==> src/rtl/ctrl_pipe_if.sv <==
// rtl/ctrl_pipe_if.sv - control-pipeline stimulus and per-stage observation bundle
interface ctrl_pipe_if #(
  parameter int WIDTH  = 23,
  parameter int STAGES = 4
);
  logic [WIDTH-1:0]        in_ctrl;
  logic                    in_valid;
  logic                    in_branch;
  logic [STAGES-1:0]       stall;
  logic [STAGES-1:0]       flush;
  logic                    exc_flush;
  logic [STAGES*WIDTH-1:0] stage_ctrl;
  logic [STAGES-1:0]       stage_valid;
  logic [STAGES-1:0]       stage_ds;

  modport master (
    output in_ctrl, in_valid, in_branch, stall, flush, exc_flush,
    input  stage_ctrl, stage_valid, stage_ds
  );

  modport slave (
    input  in_ctrl, in_valid, in_branch, stall, flush, exc_flush,
    output stage_ctrl, stage_valid, stage_ds
  );
endinterface

==> src/rtl/ctrl_pipe.sv <==
// rtl/ctrl_pipe.sv - staged control-word pipeline with stall/flush/exception clear; delay-slot tracking under CTRL_PIPE_DSLOT_EN
module ctrl_pipe #(
  parameter int WIDTH     = 23,
  parameter int STAGES    = 4,
  parameter int EXC_STAGE = 2
) (
  input logic        clk,
  input logic        rst,
  ctrl_pipe_if.slave bus
);

  logic [WIDTH-1:0]  ctrl_q   [STAGES];
  logic [WIDTH-1:0]  src_ctrl [STAGES];
  logic [STAGES-1:0] valid_q;
  logic [STAGES-1:0] src_valid;
  logic [STAGES-1:0] stall_up;
  logic [STAGES-1:0] exc_mask;
  logic [STAGES-1:0] clr;
  logic [STAGES-1:0] hold;
  logic [STAGES-1:0] bub;

  // Decode the per-stage action: clear beats hold, hold beats bubble, else load.
  always_comb begin
    stall_up = bus.stall << 1;
    exc_mask = '0;
    for (int i = 0; i < STAGES; i++) begin
      exc_mask[i] = (i <= EXC_STAGE);
    end
    clr  = bus.flush | (exc_mask & {STAGES{bus.exc_flush}});
    hold = ~clr & bus.stall;
    bub  = ~clr & ~bus.stall & stall_up;
  end

  // Upstream source for each stage; a non-valid instruction never carries control bits.
  always_comb begin
    src_ctrl[0]  = bus.in_valid ? bus.in_ctrl : '0;
    src_valid    = '0;
    src_valid[0] = bus.in_valid;
    for (int i = 1; i < STAGES; i++) begin
      src_ctrl[i]  = ctrl_q[i-1];
      src_valid[i] = valid_q[i-1];
    end
  end

  // Stage registers for ctrl and valid.
  always_ff @(posedge clk or negedge rst) begin
    if (!rst) begin
      for (int i = 0; i < STAGES; i++) begin
        ctrl_q[i] <= '0;
      end
      valid_q <= '0;
    end else begin
      for (int i = 0; i < STAGES; i++) begin
        if (clr[i] || bub[i]) begin
          ctrl_q[i]  <= '0;
          valid_q[i] <= 1'b0;
        end else if (!hold[i]) begin
          ctrl_q[i]  <= src_ctrl[i];
          valid_q[i] <= src_valid[i];
        end
      end
    end
  end

`ifdef CTRL_PIPE_DSLOT_EN
  logic              br_last;
  logic [STAGES-1:0] ds_q;
  logic [STAGES-1:0] src_ds;

  // Stage 0 is in a delay slot when the last real instruction it loaded was a branch.
  always_comb begin
    src_ds    = '0;
    src_ds[0] = bus.in_valid & br_last;
    for (int i = 1; i < STAGES; i++) begin
      src_ds[i] = ds_q[i-1];
    end
  end

  // Branch memory: only real instructions loaded into stage 0 update it, so bubbles keep it.
  always_ff @(posedge clk or negedge rst) begin
    if (!rst) begin
      br_last <= 1'b0;
    end else if (clr[0]) begin
      br_last <= 1'b0;
    end else if (!hold[0] && bus.in_valid) begin
      br_last <= bus.in_branch;
    end
  end

  // Per-stage delay-slot flags follow the same clear/hold/bubble/load rules as ctrl.
  always_ff @(posedge clk or negedge rst) begin
    if (!rst) begin
      ds_q <= '0;
    end else begin
      for (int i = 0; i < STAGES; i++) begin
        if (clr[i] || bub[i]) begin
          ds_q[i] <= 1'b0;
        end else if (!hold[i]) begin
          ds_q[i] <= src_ds[i];
        end
      end
    end
  end

  // Delay-slot flags straight from the registers.
  always_comb begin
    bus.stage_ds = ds_q;
  end
`else
  logic dslot_unused;
  assign dslot_unused = bus.in_branch;

  // Without delay-slot tracking no stage is ever in a slot.
  always_comb begin
    bus.stage_ds = '0;
  end
`endif

  // Outputs come straight from the stage registers.
  always_comb begin
    bus.stage_ctrl  = '0;
    for (int i = 0; i < STAGES; i++) begin
      bus.stage_ctrl[i*WIDTH +: WIDTH] = ctrl_q[i];
    end
    bus.stage_valid = valid_q;
  end

endmodule

==> src/flat_wrapper.sv <==
// flat-port wrapper written by rule: the top's interface ports become plain ports
module ctrl_pipe_flat 
#(
  parameter int WIDTH     = 23,
  parameter int STAGES    = 4,
  parameter int EXC_STAGE = 2
)
  (clk, rst, bus_in_ctrl, bus_in_valid, bus_in_branch, bus_stall, bus_flush, bus_exc_flush, bus_stage_ctrl, bus_stage_valid, bus_stage_ds);
  ctrl_pipe_if #(.WIDTH(WIDTH), .STAGES(STAGES)) bus_i ();
  input logic clk;
  input logic rst;
  input wire logic [$bits(bus_i.in_ctrl)-1:0] bus_in_ctrl;
  input wire logic [$bits(bus_i.in_valid)-1:0] bus_in_valid;
  input wire logic [$bits(bus_i.in_branch)-1:0] bus_in_branch;
  input wire logic [$bits(bus_i.stall)-1:0] bus_stall;
  input wire logic [$bits(bus_i.flush)-1:0] bus_flush;
  input wire logic [$bits(bus_i.exc_flush)-1:0] bus_exc_flush;
  output wire logic [$bits(bus_i.stage_ctrl)-1:0] bus_stage_ctrl;
  output wire logic [$bits(bus_i.stage_valid)-1:0] bus_stage_valid;
  output wire logic [$bits(bus_i.stage_ds)-1:0] bus_stage_ds;
  assign bus_i.in_ctrl = bus_in_ctrl;
  assign bus_i.in_valid = bus_in_valid;
  assign bus_i.in_branch = bus_in_branch;
  assign bus_i.stall = bus_stall;
  assign bus_i.flush = bus_flush;
  assign bus_i.exc_flush = bus_exc_flush;
  assign bus_stage_ctrl = bus_i.stage_ctrl;
  assign bus_stage_valid = bus_i.stage_valid;
  assign bus_stage_ds = bus_i.stage_ds;
  ctrl_pipe #(.WIDTH(WIDTH), .STAGES(STAGES), .EXC_STAGE(EXC_STAGE)) u_core (.clk(clk), .rst(rst), .bus(bus_i));
endmodule
==> config.mk <==
export PLATFORM = sky130hd
export DESIGN_NAME = ctrl_pipe_flat
export DESIGN_NICKNAME = d
export VERILOG_FILES = /design/src/rtl/ctrl_pipe_if.sv /design/src/rtl/ctrl_pipe.sv /design/src/flat_wrapper.sv
export SDC_FILE = /design/constraint.sdc
export NUM_CORES = 1
export LEC_CHECK = 0
export BUFFER_PORTS_ARGS = -buffer_cell sky130_fd_sc_hd__clkbuf_2
export CAP_MARGIN = 10
export CORE_ASPECT_RATIO = 1.25
export CORE_MARGIN = 5
export CORE_UTILIZATION = 50
export DETAILED_ROUTE_END_ITERATION = 7
export PLACE_DENSITY_LB_ADDON = 0.3
export SETUP_SLACK_MARGIN = 0.5
export SLEW_MARGIN = 15
export SYNTH_ARGS = -nofsm -noshare
export SYNTH_HDL_FRONTEND = slang
export SYNTH_SLANG_ARGS = --single-unit
==> constraint.sdc <==
create_clock -name clk -period 1.3 [get_ports clk]
set_clock_uncertainty 0.15 [all_clocks]
set_input_delay 0.13 -clock clk [delete_from_list [all_inputs] [get_ports clk]]
set_output_delay 0.13 -clock clk [all_outputs]
set_load 0.1 [all_outputs]
==> metrics.md <==
| Metric | Value |
|---|---|
| CTS tree | `yes` |
| Register area share after synthesis | `54.9%` |
| Max cap viols | `0` |
| Total CTS buffers | `9` |
| Die width | `93.7 um` |
| Vias per cell | `5.85` |
| Synth unique cells | `14` |
| First-pass GRT wire length | `about 23000 um` |
| Worst vdd ir | `0.642 mV` |
| Setup ws final | `-0.127 ns` |
| Clk slew on worst S/H paths | `0.10 ns` |
| Root Driver | `clkbuf_8` |
| First drt pass iteration count | `5` |
| P_int | `3970 uW` |
| Type of the worst setup path | `flop to flop` |
| Post-route cell area | `8240 um2` |
| Worst Path Arrival | `1.56 ns` |
| DP HPWL | `8250 um` |
| Tot GR Track Use | `27.5%` |
| Mapped Avg Cell Area | `10.1 um2` |
| Area of the multi-input gates | `~2200 um2` |
| Post-Syn Area | `4380 um2` |
| Die area | `10700 um2` |
| Met1 wire length | `6780 um` |
| Final Cycle Share | `110%` |
| Hold WS | `-0.531 ns` |
| Synth Register Bits | `96` |
| Antenna Cells | `0` |
| Initial DRC count | `slightly below 400` |
| Layout cells sized above 1 | `about 77%` |
| Failing checks | `hold timing, setup timing` |
| Wire per inst | `25.5 um` |
| Max clock buf depth | `2` |
| Largest net degree at the start of global routing | `60` |
| Dpl cell area | `6880 um2` |
| Clk sink count | `96` |
| CORE AREA | `8610 um2` |
| DRT Wirelength | `between 15000 and 20000 um` |
| Antenna-violating nets left | `0` |
| P_sw | `1690 uW` |
| Max layer used | `met4` |
| Worst Setup Start Kind | `flop` |
| PD cells | `688 nW/um2` |
| Max Slew Vio Count | `0` |
| Final Power | `between 5000 and 6000 uW` |
| Crit path capture type | `flop` |
| # nets final | `650` |
| Status | `finished, violations left` |
| Slew margin rel. | `between 40% and 50%` |
| Most frequent cells in the layout | `buf_12, dfrtp_4, a21oi_2` |
| Placement Rows | `38` |
| Setup slack, reg-to-reg | `-0.13 ns` |
| GR Overflow Total | `0` |
| Sequential power share | `53.5%` |
| Final Core Density | `95.7%` |
| Crit path max fanout | `2` |
| Final hold vios | `119` |
| Leak pwr | `0.00308 uW` |
| Met2 wire len | `between 10000 and 15000 um` |
| Synth Warn # | `0` |
| Gate Count Post-Synth | `432` |
| Die H | `115 um` |
| I/O Pins | `136` |
| Final setup fails | `122` |
| Clock latency on the worst-skew pair | `0.39 ns` |
| Non-filler cells, final | `739` |
| Placed Instances | `652` |
| GPL Wtd Cong | `roughly 0.76` |
| Clock Power Share | `33.0%` |
| Vias | `4324` |
| Tightest Pin Transition | `0.751 ns` |
| WP data required | `1.43 ns` |
| Post-layout min period | `approximately 1.4 ns` |
| Max Clk Rate | `701 MHz` |
| Combinational power share | `13.5%` |
| Sw frac | `~30%` |
| Register area | `2760 um2` |
| PortBufs | `130` |
| DRC | `0` |
| Starting Density | `approximately half` |
| Vias in the first global route | `4148` |
| FILL cells | `158` |
| Met3 routed WL | `1070 um` |
| H-tree Lvls | `3` |
| Initial antenna violation count | `0` |
| Area grow syn2layout | `88.2%` |
| RSZ-0062 raised after global routing | `yes` |
| Worst hold path type | `input port to async pin` |
| Commonest non-fill, non-tap cell in the layout | `buf_12` |
[layout make-up]
| type | count | share of cell area [%] |
|---|---|---|
| clock inverter | 4 | 0.243 |
| sequential | 96 | 33.5 |
| clock buffer | 12 | 1.76 |
| multi-input combinational | 294 | 26.9 |
| tap | 120 | 1.82 |
| timing repair buffer | 213 | 35.7 |
[worst max-delay path: stages (launching register included)]
cell and delay (ns):
dfrtp_4 0.45, buf_4 0.12, or3b_4 0.38, a21oi_2 0.22
[timing repair]
item	in CTS	in global routing
gates resized for setup	78	113
endpoints found under the setup margin	192	192
hold endpoints to repair	120	119
pin swaps	6	19
setup buffers	54	17
[per-layer routing]
layer	track usage, %	vias to the layer above
met1	31.7	2192
li1	-	1822
met3	4.87	65
met4	11.5	0
met2	50.0	245
met5	0	-
[path summary, 6_finish.rpt]
kind                                      startpoint  cells after the start                   endpoint
min                                              rst                      1  u_core.bus.stage_ctrl[85]
max                        u_core.bus.stage_ctrl[60]                      3  u_core.bus.stage_ctrl[83]
max in group asynchronous                        rst                      2  u_core.bus.stage_ctrl[30]
max reg2reg                u_core.bus.stage_ctrl[60]                      3  u_core.bus.stage_ctrl[83]
min in group clk                      bus_in_ctrl[4]                      3   u_core.bus.stage_ctrl[4]
min reg2reg                u_core.bus.stage_ctrl[74]                      2  u_core.bus.stage_ctrl[74]
[kinds of logic after synthesis]
group                  Yosys count  synth area share (%)
buffers and inverters           45                  6.55
other                            1                0.0857
flip-flops                      96                  54.9
AND/OR/NAND/NOR                194                  27.0
multiplexers                     1                 0.229
AO/OA/AOI/OAI                   95                  11.2
[metrics by stage]
stage                     hold WS, ns  setup TNS (ns)  worst slack, ns
final                          -0.531           -5.95           -0.127
after detailed placement       -0.112               0           0.0474
after global routing           -0.525           -8.45           -0.125
after global placement         -0.125               0            0.115
after floorplan                -0.316          -0.562          -0.0192
after CTS                      -0.511           -3.19          -0.0487
[synth_stat cells]
| master | instances | share of area [%] |
|---|---|---|
| clkbuf_1 | 19 | 1.6 |
| nor2_1 | 1 | 0.086 |
| conb_1 | 1 | 0.086 |
| or3b_1 | 72 | 14 |
| buf_2 | 10 | 1.1 |
| dfrtp_1 | 96 | 55 |
| nand3b_1 | 23 | 3.9 |
| a21oi_1 | 91 | 10 |
| mux2i_1 | 1 | 0.23 |
| buf_6 | 12 | 3.1 |
| buf_4 | 4 | 0.69 |
| nand2_1 | 95 | 8.1 |
| or2_2 | 3 | 0.43 |
| a21oi_2 | 4 | 0.80 |
[state kept, by name, indices dropped and copies added (netlist names)]
register and count:
u_core.bus.stage_ctrl 92, u_core.bus.stage_valid 4
[power by group through the flow]
stage / logic [uW] / clock network, uW / registers (uW)
global route: 801 / 2000 / 3040
floorplan: 285 / 0 / 3210
detailed placement: 627 / 0 / 3100
global placement: 609 / 0 / 3100
CTS: 683 / 1750 / 3030
finish: 766 / 1870 / 3030
No activity file was read; power rests on OpenSTA's default activity.
